$ cat config.mk
export PLATFORM = sky130hd
export DESIGN_NAME = logic_unit_pipe
export DESIGN_NICKNAME = d
export VERILOG_FILES = /design/src/rtl/logic_unit_pkg.sv /design/src/rtl/zero_detect.sv /design/src/rtl/logic_unit_pipe.sv
export SDC_FILE = /design/constraint.sdc
export NUM_CORES = 1
export LEC_CHECK = 0
export CORE_AREA = 2 2 148 136
export DETAILED_ROUTE_END_ITERATION = 6
export DIE_AREA = 0 0 150 138
export PLACE_DENSITY = 0.77
export SLEW_MARGIN = 5
export SYNTH_ARGS = -nofsm -noshare
export SYNTH_HDL_FRONTEND = slang
export SYNTH_SLANG_ARGS = --single-unit
export TNS_END_PERCENT = 20
$ cat constraint.sdc
create_clock -name clk -period 1.25 [get_ports clk]
set_input_delay 0.25 -clock clk [delete_from_list [all_inputs] [get_ports clk]]
set_output_delay 0.25 -clock clk [all_outputs]
set_load 0.02 [all_outputs]
$ cat src/rtl/logic_unit_pkg.sv
// Shared types and op truth tables for the pipelined bitwise logic unit.
package logic_unit_pkg;

    typedef enum logic [2:0] {
        LOP_AND   = 3'd0,
        LOP_OR    = 3'd1,
        LOP_XOR   = 3'd2,
        LOP_NOR   = 3'd3,
        LOP_NAND  = 3'd4,
        LOP_XNOR  = 3'd5,
        LOP_ANDN  = 3'd6,
        LOP_PASSA = 3'd7
    } logic_op_e;

    // Each op is a 2-input truth table indexed by {a_bit, b_bit}.
    localparam logic [3:0] TT_AND   = 4'b1000;
    localparam logic [3:0] TT_OR    = 4'b1110;
    localparam logic [3:0] TT_XOR   = 4'b0110;
    localparam logic [3:0] TT_NOR   = 4'b0001;
    localparam logic [3:0] TT_NAND  = 4'b0111;
    localparam logic [3:0] TT_XNOR  = 4'b1001;
    localparam logic [3:0] TT_ANDN  = 4'b0100;
    localparam logic [3:0] TT_PASSA = 4'b1100;

    function automatic logic [3:0] op_truth(input logic_op_e op);
        logic [3:0] tt;
        case (op)
            LOP_AND:   tt = TT_AND;
            LOP_OR:    tt = TT_OR;
            LOP_XOR:   tt = TT_XOR;
            LOP_NOR:   tt = TT_NOR;
            LOP_NAND:  tt = TT_NAND;
            LOP_XNOR:  tt = TT_XNOR;
            LOP_ANDN:  tt = TT_ANDN;
            default:   tt = TT_PASSA;
        endcase
        return tt;
    endfunction

endpackage

$ cat src/rtl/zero_detect.sv
// Combinational all-zero detector (wide NOR reduction) for a WIDTH-bit word.
module zero_detect #(
    parameter int WIDTH = 64
) (
    input  logic [WIDTH-1:0] data,
    output logic             zero
);

    assign zero = ~|data;

endmodule

$ cat src/rtl/logic_unit_pipe.sv
// Two-stage valid/ready bitwise logic unit with zero/negative/lane-zero flags.
// Optional sticky flag accumulation is enabled by defining LOGIC_UNIT_STICKY_EN.
module logic_unit_pipe
    import logic_unit_pkg::*;
#(
    parameter int WIDTH = 64,
    parameter int LANES = 1
) (
    input  logic             clk,
    input  logic             reset_n,
    input  logic             in_valid,
    output logic             in_ready,
    input  logic [WIDTH-1:0] in_a,
    input  logic [WIDTH-1:0] in_b,
    input  logic [2:0]       in_op,
    output logic             out_valid,
    input  logic             out_ready,
    output logic [WIDTH-1:0] out_result,
    output logic             out_zero,
    output logic             out_negative,
    output logic [LANES-1:0] out_lane_zero,
    input  logic             sticky_clear,
    output logic             sticky_zero,
    output logic             sticky_negative
);

    localparam int LW = WIDTH / LANES;

    logic [3:0]       truth;
    logic [WIDTH-1:0] func_result;

    logic             s1_valid;
    logic [WIDTH-1:0] s1_result;
    logic             s1_zero;
    logic [LANES-1:0] s1_lane_zero;

    logic             s2_valid;
    logic [WIDTH-1:0] s2_result;
    logic             s2_zero;
    logic             s2_negative;
    logic [LANES-1:0] s2_lane_zero;

    logic             s1_load;
    logic             s2_load;

    assign truth = op_truth(logic_op_e'(in_op));

    always_comb begin
        func_result = '0;
        for (int i = 0; i < WIDTH; i++) begin
            func_result[i] = truth[{in_a[i], in_b[i]}];
        end
    end

    // in_ready depends only on register state and out_ready, never on in_valid.
    assign s2_load  = !s2_valid || out_ready;
    assign s1_load  = !s1_valid || s2_load;
    assign in_ready = s1_load;

    always_ff @(posedge clk or negedge reset_n) begin
        if (!reset_n) begin
            s1_valid  <= 1'b0;
            s1_result <= '0;
        end else if (s1_load) begin
            s1_valid <= in_valid;
            if (in_valid) begin
                s1_result <= func_result;
            end
        end
    end

    zero_detect #(.WIDTH(WIDTH)) u_word_zero (
        .data (s1_result),
        .zero (s1_zero)
    );

    for (genvar k = 0; k < LANES; k++) begin : g_lane
        zero_detect #(.WIDTH(LW)) u_lane_zero (
            .data (s1_result[k*LW +: LW]),
            .zero (s1_lane_zero[k])
        );
    end

    always_ff @(posedge clk or negedge reset_n) begin
        if (!reset_n) begin
            s2_valid     <= 1'b0;
            s2_result    <= '0;
            s2_zero      <= 1'b0;
            s2_negative  <= 1'b0;
            s2_lane_zero <= '0;
        end else if (s2_load) begin
            s2_valid <= s1_valid;
            if (s1_valid) begin
                s2_result    <= s1_result;
                s2_zero      <= s1_zero;
                s2_negative  <= s1_result[WIDTH-1];
                s2_lane_zero <= s1_lane_zero;
            end
        end
    end

    assign out_valid     = s2_valid;
    assign out_result    = s2_result;
    assign out_zero      = s2_zero;
    assign out_negative  = s2_negative;
    assign out_lane_zero = s2_lane_zero;

`ifdef LOGIC_UNIT_STICKY_EN
    logic sticky_zero_q;
    logic sticky_negative_q;

    // Clear wins over an accumulate landing on the same edge.
    always_ff @(posedge clk or negedge reset_n) begin
        if (!reset_n) begin
            sticky_zero_q     <= 1'b0;
            sticky_negative_q <= 1'b0;
        end else if (sticky_clear) begin
            sticky_zero_q     <= 1'b0;
            sticky_negative_q <= 1'b0;
        end else if (s2_valid && out_ready) begin
            sticky_zero_q     <= sticky_zero_q | s2_zero;
            sticky_negative_q <= sticky_negative_q | s2_negative;
        end
    end

    assign sticky_zero     = sticky_zero_q;
    assign sticky_negative = sticky_negative_q;
`else
    logic unused_sticky_clear;
    assign unused_sticky_clear = sticky_clear;
    assign sticky_zero         = 1'b0;
    assign sticky_negative     = 1'b0;
`endif

endmodule

==> flow_summary.yaml, run 1 <==
power:
  combPwrFrac_pct: 36.1
  clkPwrFrac_pct: 29.5
  power.switching_mw: 5.81
  cellLeakagePower_nw: 5.55
  power.internal_mw: 11.4
  sw_frac_of_total_pct: 33.8
  seq_power_share_pct: 34.4
  p_per_area_nw_per_um2: 1340
  vdd_ir_drop_max_mv: 0.793
yosys:
  synth-warning-count: 0
  syn-cell-area_um2: 8680
  post_synth_main_area_contributors: "sky130_fd_sc_hd__dfrtp_1 38%, sky130_fd_sc_hd__mux2_2 8.3%, sky130_fd_sc_hd__o21ai_0 5.9%"
  synth_top_area_share_pct: 37.8
  synth.distinct_cells: 36
  synth-seq-cells: 131
  syn-instance-count: 999
  synth.avg_cell_area_um2: 8.69
  synth_largest_area_cell: "sky130_fd_sc_hd__dfrtp_1"
  ys_seq_area_share_pct: 37.8
critical_path:
  timing.critical_path.required_ns: 1.61
  worstSetupStartpointType: "register"
  timing.critical_path.to_type: "register"
  peak_fanout_along_the_critical_path: 2
  arrival_ns: 1.91
  critical_path_class: "reg -> reg"
finish:
  finish.net_count: 1436
  highest_count_cells_in_the_layout_ignoring_fill_and_taps: "145 x sky130_fd_sc_hd__buf_4, 130 x sky130_fd_sc_hd__clkdlybuf4s50_1, 130 x sky130_fd_sc_hd__dfrtp_1"
  instances_no_fill: 1568
  mostFrequentLayoutCell: "sky130_fd_sc_hd__buf_4"
  share_of_post_route_cells_with_drive_strength_above_1_pct: 29.2
  postLayoutCellArea_um2: 12900
  insertedDiodeCount: 0
  fillers: 1553
  area.growth.synth_to_final_pct: 48.5
global_routing:
  grt.overflow.total: 0
  gr-usage-all-layers_pct: 28.5
  grt_max_degree: 58
  first_global_vias: 9163
  global_route_wire_length_before_repair_mm: 47.5
  grt_antenna_before_repair: 0
timing:
  timing.final.ws_setup_ns: -0.301
  final_period_minus_worst_setup_slack_ns: 1.55
  timing.setup.tns_ns: -19.89
  post-route-period-util_pct: 124
  achievable-frequency_mhz: 645
  finalMaxSlewViolations: 0
  slew_headroom_pct: 58.5
  worst_slew_pin_slew_ns: 0.617
  count_of_final_setup_violators: 133
  rsz0062_at_grt: "yes"
  skew_ns: 0.00781
  timing.final.hold_violations: 0
die:
  die_y_um: 138
  rows: 49
  die_area_um2: 20700
  initial_utilization_pct: 44.8
  design.portCount: 207
  die-width_um: 150
  core_um2: 19400
drt:
  route.detailed.vias_per_inst: 6.27
  detailroute.via_count: 9825
  drt_drc_violations_left: 0
  routed_wirelength_mm: 30.7
  route.antenna.remaining_nets: 0
  avgRoutedWirePerCell_um: 19.6
  detail_route.first_pass.iterations: 6
  first_iter_violations: 1070
place:
  port-buffer-count: 203
  dpl.cell_count: 1524
  detailedPlacementHpwl_mm: 20.6
  placed_cell_area_um2: 12200
  gp_congestion: 0.873
cts:
  root_buffer: "sky130_fd_sc_hd__clkbuf_16"
  cts.clk_slew.worst_paths_ns: 0.06
  cts_tree: "done"
  number_of_buffers_created_by_cts: 17
  cts.sink_count: 131
  clk_path_buf_depth: 2
  h_tree_levels: 4
  insertion_delay_ns: 0.43
flow_run:
  max-cap-violations: 0
run_status:
  status: "complete, but fails checks"
  violated_checks: "setup timing"
worst_hold_path:
  timing.hold.worst.class: "in -> async"
==> critical path, stage by stage (launching register included) <==
cell                      delay, ns
sky130_fd_sc_hd__dfrtp_1       0.40
sky130_fd_sc_hd__nor4_2        0.37
sky130_fd_sc_hd__buf_4         0.17
sky130_fd_sc_hd__nand4_1       0.11
sky130_fd_sc_hd__nor4_2        0.24
sky130_fd_sc_hd__a32o_1        0.19
==> power by group through the flow <==
stage | Sequential (mW) | Combinational (mW) | Clock (mW)
5_1_grt | 6.03 | 6.64 | 5.31
3_3_place_gp | 5.90 | 6.23 | 0
6_report | 5.93 | 6.21 | 5.08
3_5_place_dp | 5.92 | 6.37 | 0
2_1_floorplan | 6.53 | 2.24 | 0
4_1_cts | 5.89 | 5.96 | 5.11
==> sequential cells by signal, summed over array words and instances, names as in the netlist <==
name / count
out_result: 64
out_lane_zero: 1
s1_result: 64
out_valid: 1
s1_valid: 1
==> synthesized netlist by cell type <==
cell	count
sky130_fd_sc_hd__o211a_1	28
sky130_fd_sc_hd__mux2_2	64
sky130_fd_sc_hd__buf_1	8
sky130_fd_sc_hd__o211ai_1	1
sky130_fd_sc_hd__a32o_1	3
sky130_fd_sc_hd__nor2_1	67
sky130_fd_sc_hd__nand2_1	63
sky130_fd_sc_hd__clkbuf_1	51
sky130_fd_sc_hd__o21ba_2	1
sky130_fd_sc_hd__buf_2	29
sky130_fd_sc_hd__xnor2_1	34
sky130_fd_sc_hd__a221o_1	28
sky130_fd_sc_hd__o21ai_0	103
sky130_fd_sc_hd__buf_6	5
sky130_fd_sc_hd__nor3_1	28
sky130_fd_sc_hd__o31ai_1	29
sky130_fd_sc_hd__nand2b_2	1
sky130_fd_sc_hd__dfrtp_1	131
sky130_fd_sc_hd__o22ai_1	66
sky130_fd_sc_hd__nor4_1	45
sky130_fd_sc_hd__a21oi_1	91
sky130_fd_sc_hd__or4_1	1
sky130_fd_sc_hd__nor2b_1	1
sky130_fd_sc_hd__maj3_1	1
sky130_fd_sc_hd__nand3_1	28
sky130_fd_sc_hd__and2_0	1
sky130_fd_sc_hd__buf_4	7
sky130_fd_sc_hd__a31oi_1	36
sky130_fd_sc_hd__conb_1	1
sky130_fd_sc_hd__nand3b_1	1
sky130_fd_sc_hd__a211oi_1	2
sky130_fd_sc_hd__a22o_1	34
sky130_fd_sc_hd__nand2b_1	4
sky130_fd_sc_hd__nand4_1	3
sky130_fd_sc_hd__or3_1	1
sky130_fd_sc_hd__inv_1	2
==> cells by family (layout without fill, tap and decap cells) <==
| family | after synthesis | in the layout | share of synthesized area (%) |
|---|---|---|---|
| other | 1 | 2 | 0.0432 |
| XOR/XNOR | 34 | 34 | 3.43 |
| flip-flops | 131 | 131 | 37.8 |
| adder cells (fa/ha/maj) | 1 | 1 | 0.115 |
| multiplexers | 64 | 64 | 8.31 |
| buffers and inverters | 102 | 415 | 5.57 |
| AND/OR/NAND/NOR | 244 | 244 | 13.1 |
| AO/OA/AOI/OAI | 422 | 422 | 31.7 |
==> what timing repair did <==
action                                  4_1_cts  5_1_grt
setup buffers                                 2        5
pin swaps                                    14       27
cloned                                        0        4
endpoints found under the hold margin        24        0
endpoints found under the setup margin      197      151
resized for setup                           307       41
hold buffers                                  1        0
==> metal layers <==
layer  up-vias  share of wire, %  track usage [%]
li1       4457                 -                -
met1      4693                39             38.2
met2       578                46             44.5
met3        97                11             6.53
met4         0               3.4             11.9
met5         -                 0                0
==> worst paths after layout <==
kind	end	start	slack, ns	depth (start not counted)
setup reg to reg	out_lane_zero$_DFFE_PN0P_	s1_result[55]$_DFFE_PN0P_	-0.30	5
min in group clk	s1_valid$_DFFE_PN0N_	in_valid	0.48	2
hold reg to reg	out_result[18]$_DFFE_PN0P_	out_result[18]$_DFFE_PN0P_	0.50	1
max in group asynchronous	out_result[3]$_DFFE_PN0P_	reset_n	0.45	3
setup / recovery	out_lane_zero$_DFFE_PN0P_	s1_result[55]$_DFFE_PN0P_	-0.30	5
hold / removal	out_result[8]$_DFFE_PN0P_	reset_n	0.31	2
==> cell type report <==
cell class                      instances  area [um2]  area share [%]
Clock buffer                           20         467            3.62
Clock inverter                         12         129            1.00
Inverter                                2        7.51          0.0582
Multi-Input combinational cell        767        5140            39.9
Sequential cell                       131        3280            25.4
Tap cell                              255         319            2.48
Timing Repair Buffer                  381        3550            27.6
==> metrics by stage <==
stage	setup slack, ns	power, mW	utilization (%)	hold WS [ns]
floorplan	-0.358	8.77	-	-0.0456
global placement	-0.533	12.1	62.8	0.179
detailed placement	-0.573	12.3	62.8	0.177
CTS	-0.317	17.0	64.9	0.313
global route	-0.390	18.0	66.5	0.330
finish	-0.301	17.2	66.5	0.314
Power figures use the tool's default switching activity.
==> inputs of run 2 (changes only) <==
Settings changed: HOLD_SLACK_MARGIN from default to 0.15.
==> results of run 2 <==
Final layout, timing and power as in run 1 (identical DEF).
==> edit 1, RTL diff (settings of run 2) <==
The option `LOGIC_UNIT_STICKY_EN` is turned on by a define.
--- a/src/rtl/logic_unit_pipe.sv
+++ b/src/rtl/logic_unit_pipe.sv
@@ -2,2 +2,4 @@
 // Optional sticky flag accumulation is enabled by defining LOGIC_UNIT_STICKY_EN.
+`define LOGIC_UNIT_STICKY_EN
+
 module logic_unit_pipe
Behaviour: not the same (Yosys sat finds a counterexample within 4 cycles, from zero or initial values and one cycle with reset_n low).
==> edit 1 against run 2 <==
The flow still finishes with violations (negative setup slack); area after synthesis grew 0.72%; sequential share of layout area down 0.35 points; design area increased by 3.0%; first-iteration DRC count up 5.5%; utilization is 2.0 points higher; worst setup slack worse by 0.055 ns; largest power group unchanged; routed wire length rose by 5.8%; sequential cell count rose by 2; synthesized cell count rose by 0.20%; clock power grew 2%; total power increased by 2.6%; clock skew grew 0.0046 ns.
==> edit 1: results (changes against run 2) <==
The run finished, with violations left. Failing checks: negative setup slack (unchanged). The met2 track demand over resource is 0.457 (was 0.445). The global-route met1 utilization is 0.390 (was 0.382). Top cells by count, synth: sky130_fd_sc_hd__dfrtp_1, sky130_fd_sc_hd__o21ai_0, sky130_fd_sc_hd__a21oi_1, sky130_fd_sc_hd__nor2_1, sky130_fd_sc_hd__mux2_2 (was sky130_fd_sc_hd__dfrtp_1, sky130_fd_sc_hd__o21ai_0, sky130_fd_sc_hd__a21oi_1, sky130_fd_sc_hd__nor2_1, sky130_fd_sc_hd__o22ai_1).

The depth of the worst register-to-register path was 7 (was 5); the minimum clock period was 1.61 ns (was 1.55 ns). For the leakage power, the log shows 5.71 nW (was 5.55 nW). For the worst-case clock skew, the log shows 0.0124 ns (was 0.00781 ns).

The power attributed to the clock group was 5.17 mW (was 5.08 mW); the sequential cell power was 6.02 mW (was 5.93 mW). The global-route wire length before repair is 47800 um (was 47500 um), and the cell area after placement is 12200 um^2 (about the same). The worst-case setup margin in the final layout was -0.357 ns (was -0.301 ns); the distinct cell type count after synthesis was 34 (was 36).

The pin count of the biggest net entering global routing is 46 (was 58). The first-pass detailed-route iteration total came out at 7 (was 6). The tools report the met1 wire length as 13200 um (was 12100 um). The peak fanout along the critical path is 7 (was 2), and the met2 wire length is 15200 um (was 14200 um).

The final weighted congestion of routability-driven global placement came out at 0.862 (was 0.873). The largest voltage drop on the vdd net was 0.000734 V (was 0.000793 V); the number of standard cells in the layout, taps in and fillers out was 1593 (was 1568). Number of global-route vias before repair: 9169 (was 9163).

The design internal power came out at 11.6 mW (was 11.4 mW). The met3 usage in global routing is 0.0584 (was 0.0653), and the global router's overall resource usage is 0.288 (was 0.285). The detailed-route vias per instance is 6.27 (about the same), and the average detailed-routed wire length per instance is 20.4 um (was 19.6 um).

The run gives 1001 (was 999) as the number of standard cells after synthesis. The tools report the met3 routed wirelength as 3210 um (was 3410 um). For the number of nets in the final layout, the log shows 1461 (was 1436). For the number of endpoints failing setup at the final stage, the log shows 134 (was 133). Top area cells in the synthesized netlist: sky130_fd_sc_hd__dfrtp_1, sky130_fd_sc_hd__mux2_2, sky130_fd_sc_hd__o21ai_0, sky130_fd_sc_hd__a21oi_1, sky130_fd_sc_hd__o22ai_1 (unchanged). The quantity of I/O buffers inserted on ports works out to 206 (was 203). Layout cell share with drive strength beyond 1: 0.316 (was 0.292).
-- edit 1: cell count changes after synthesis, moves of 2 or more --
cell,run 2,this run
sky130_fd_sc_hd__nand2_1,63,61
sky130_fd_sc_hd__nor2_1,67,69
sky130_fd_sc_hd__buf_4,7,4
sky130_fd_sc_hd__a211oi_1,2,0
sky130_fd_sc_hd__a31oi_1,36,38
sky130_fd_sc_hd__dfrtp_1,131,133
sky130_fd_sc_hd__clkbuf_1,51,42
sky130_fd_sc_hd__o21ai_0,103,105
sky130_fd_sc_hd__o22ai_1,66,63
sky130_fd_sc_hd__o22ai_2,0,2
sky130_fd_sc_hd__buf_2,29,41
-- edit 1: final timing paths --
check	startpoint	to	slack, ns
setup / recovery	out_valid	s1_result[31]	-0.36
hold / removal	reset_n	out_result[9]	0.25
setup reg to reg	out_valid	s1_result[31]	-0.36
hold reg to reg	sticky_negative	sticky_negative	0.50
max in group asynchronous	reset_n	out_result[61]	0.45
min in group clk	out_ready	out_valid	0.37
-- edit 1: stage by stage --
stage          setup slack, ns  total power [mW]  utilization  TNS [ns]  hold slack [ns]
2_1_floorplan           -0.374              8.85            -    -26.81          -0.0456
3_3_place_gp            -0.565              12.3        0.632    -64.89            0.124
3_5_place_dp            -0.638              12.5        0.632    -71.83            0.124
4_1_cts                 -0.336              17.2        0.655    -14.70            0.249
5_1_grt                 -0.408              18.4        0.685    -34.65            0.261
6_report                -0.357              17.7        0.685    -26.50            0.255
-- edit 1: cell type report --
class                   count  area (um^2)
fillers                  1499         6100
multi-input cells         768         5240
repair buffers            403         3770
flip-flops and latches    133         3330
clock buffers              17          425
well taps                 255          319
clock inverters            15          179
inverters                   2         7.51
-- edit 1: critical path, cell delays in order, from the launching register on --
cell                       delay (ns)
sky130_fd_sc_hd__dfrtp_2         0.39
sky130_fd_sc_hd__nand3b_1        0.13
sky130_fd_sc_hd__buf_6           0.18
sky130_fd_sc_hd__nand2_8         0.10
sky130_fd_sc_hd__buf_4           0.18
sky130_fd_sc_hd__buf_6           0.13
sky130_fd_sc_hd__buf_4           0.15
sky130_fd_sc_hd__a22o_1          0.22
-- edit 1: what timing repair did --
item / CTS / global route
pin swaps: 30 / 32
resized for setup: 322 / 61
hold endpoints to repair: 133 / 0
setup buffers: 3 / 10
gates cloned: 0 / 13
hold buffers: 1 / 0
endpoints found under the setup margin: 199 / 160
-- edit 1: logic make-up (layout without fill, tap and decap cells) --
kind of cell | count (synthesis) | count (layout) | share of synthesized area
mux | 64 | 64 | 0.0825
simple gates | 244 | 245 | 0.130
xor+xnor | 35 | 35 | 0.0351
compound gates | 423 | 423 | 0.316
flops | 133 | 133 | 0.381
buf+inv | 101 | 437 | 0.0553
fa+ha+maj | 1 | 1 | 0.00115
==> edit 2, RTL diff (settings of run 2) <==
Made on the original files. `WIDTH` is set to 64 in 2 places; all go to 68.
--- a/src/rtl/zero_detect.sv
+++ b/src/rtl/zero_detect.sv
@@ -2,3 +2,3 @@
 module zero_detect #(
-    parameter int WIDTH = 64
+    parameter int WIDTH = 68
 ) (
--- a/src/rtl/logic_unit_pipe.sv
+++ b/src/rtl/logic_unit_pipe.sv
@@ -5,3 +5,3 @@
 #(
-    parameter int WIDTH = 64,
+    parameter int WIDTH = 68,
     parameter int LANES = 1
Interface: changed (resized in_a, in_b and out_result); port bits go from 207 to 219. No check against the original RTL was run, so the function may have changed too.
==> edit 2 against run 2 <==
Clock skew barely moved; count of clock-buffer cells in the layout fell by 2; area after synthesis rose by 5.8%; fmax fell by 15%; routed wire length rose by 15%; the flow finishes with violations (design-rule violations, negative setup slack); sequential cell count rose by 8; total power rose by 7.3%; critical path depth did not move; largest power group unchanged; worst setup slack got worse by 0.27 ns; non-clock buffer count rose by 36; design area rose by 7.7%.
==> edit 2: results (changes against run 2) <==
The xor/xnor cell area share of the yosys netlist was 0.0372 (was 0.0343); the detailed-route vias per instance was 6.52 (was 6.27). The run gives 0.907 (was 0.873) as the final weighted congestion of routability-driven global placement. The met2 track demand over resource is 0.485 (was 0.445), and the layout cell share with drive strength beyond 1 is 0.304 (was 0.292). Top area cells in the synthesized netlist: sky130_fd_sc_hd__dfrtp_1, sky130_fd_sc_hd__mux2_2, sky130_fd_sc_hd__o21ai_0, sky130_fd_sc_hd__a21oi_1, sky130_fd_sc_hd__o22ai_1 (unchanged).

The highest cell delay on the worst timing path was 0.58 ns (was 0.40 ns). The leakage power was 5.98 nW (was 5.55 nW). The met3 usage in global routing is 0.0710 (was 0.0653), and the global router's overall resource usage is 0.309 (was 0.285). The detailed-route via count is 10800 (was 9825). The number of design rule violations left after detail routing was 2 (was 0); the half-perimeter wire length of the detailed placement result was 22600 um (was 20600 um). Cell area after placement: 12800 um^2 (was 12200 um^2). The run gives 1151 (was 1070) as the violation count after the first detailed-route iteration. The met3 routed wirelength was 4100 um (was 3410 um). The global-route met1 utilization was 0.422 (was 0.382). The number of endpoints failing setup at the final stage was 144 (was 133); the mux contribution to synthesized area was 0.0834 (was 0.0831). The run gives -0.57 ns (was -0.30 ns) as the reg-to-reg setup timing slack. Failing checks: design-rule violations, negative setup slack (was negative setup slack). The reg-to-reg critical path startpoint is s1_result[26] (was s1_result[55]).

The logs give -0.723 ns (was -0.573 ns) for the worst setup timing slack at the placement stage and 0.000977 V (was 0.000793 V) for the largest voltage drop on the vdd net. The post-synthesis adder-cell area fraction works out to 0.00109 (was 0.00115). The run finished, with violations left. The worst-case setup margin in the final layout is -0.571 ns (was -0.301 ns).

The arrival time of the worst setup path is 2.18 ns (was 1.91 ns). For the part of the Yosys area used for sequential elements, the log shows 0.379 (was 0.378). The synthesized area divided by synthesized cell count came out at 8.73 um^2 (was 8.69 um^2). The post-synthesis compound-gate area fraction works out to 0.315 (was 0.317).
edit 2: cell count changes after synthesis, moves of 6 or more:
cell,delta
sky130_fd_sc_hd__buf_1,-7
sky130_fd_sc_hd__o21ai_0,+15
sky130_fd_sc_hd__dfrtp_1,+8
sky130_fd_sc_hd__buf_2,+13
sky130_fd_sc_hd__clkbuf_1,-8
sky130_fd_sc_hd__buf_4,+6
edit 2: repair_timing:
item	CTS	global route
setup buffers	1	12
hold endpoints to repair	139	0
cloned	0	12
gates resized for setup	325	73
pin swaps	18	33
hold buffers	1	0
setup endpoints to repair	209	172
edit 2: per-stage QoR:
step	hold WS (ns)	setup TNS [ns]
floorplan	-0.0456	-23.35
global placement	0.139	-62.06
detailed placement	0.138	-67.53
CTS	0.255	-19.76
global route	0.279	-33.83
finish	0.259	-27.72
edit 2: cell families (layout without fill, tap and decap cells):
kind of cell / after synthesis / after routing
buf+inv: 106 / 450
flops: 139 / 139
fa+ha+maj: 1 / 1
other cells: 1 / 2
simple gates: 248 / 249
xor+xnor: 39 / 39
compound gates: 449 / 449
mux: 68 / 68
edit 2: critical path: cells and delay by family, from the launching register on:
kind | cells | cell delay, ns
compound gates | 1 | 0.11
simple gates | 3 | 1.06
flops | 1 | 0.41
buf+inv | 1 | 0.17
edit 2: cell type report:
| cell class | count | area [um^2] |
|---|---|---|
| Multi-Input combinational cell | 808 | 5430 |
| Clock buffer | 18 | 429 |
| Timing Repair Buffer | 417 | 4050 |
| Clock inverter | 13 | 168 |
| Tap cell | 255 | 319 |
| Inverter | 2 | 7.51 |
| Sequential cell | 139 | 3480 |
| Fill cell | 1435 | 5490 |
edit 2: power by group:
group	switching (mW)	internal, mW	leakage (nW)
Sequential	0.769	5.54	1.70
Combinational	3.43	3.45	3.98
Clock	2.14	3.15	0.288
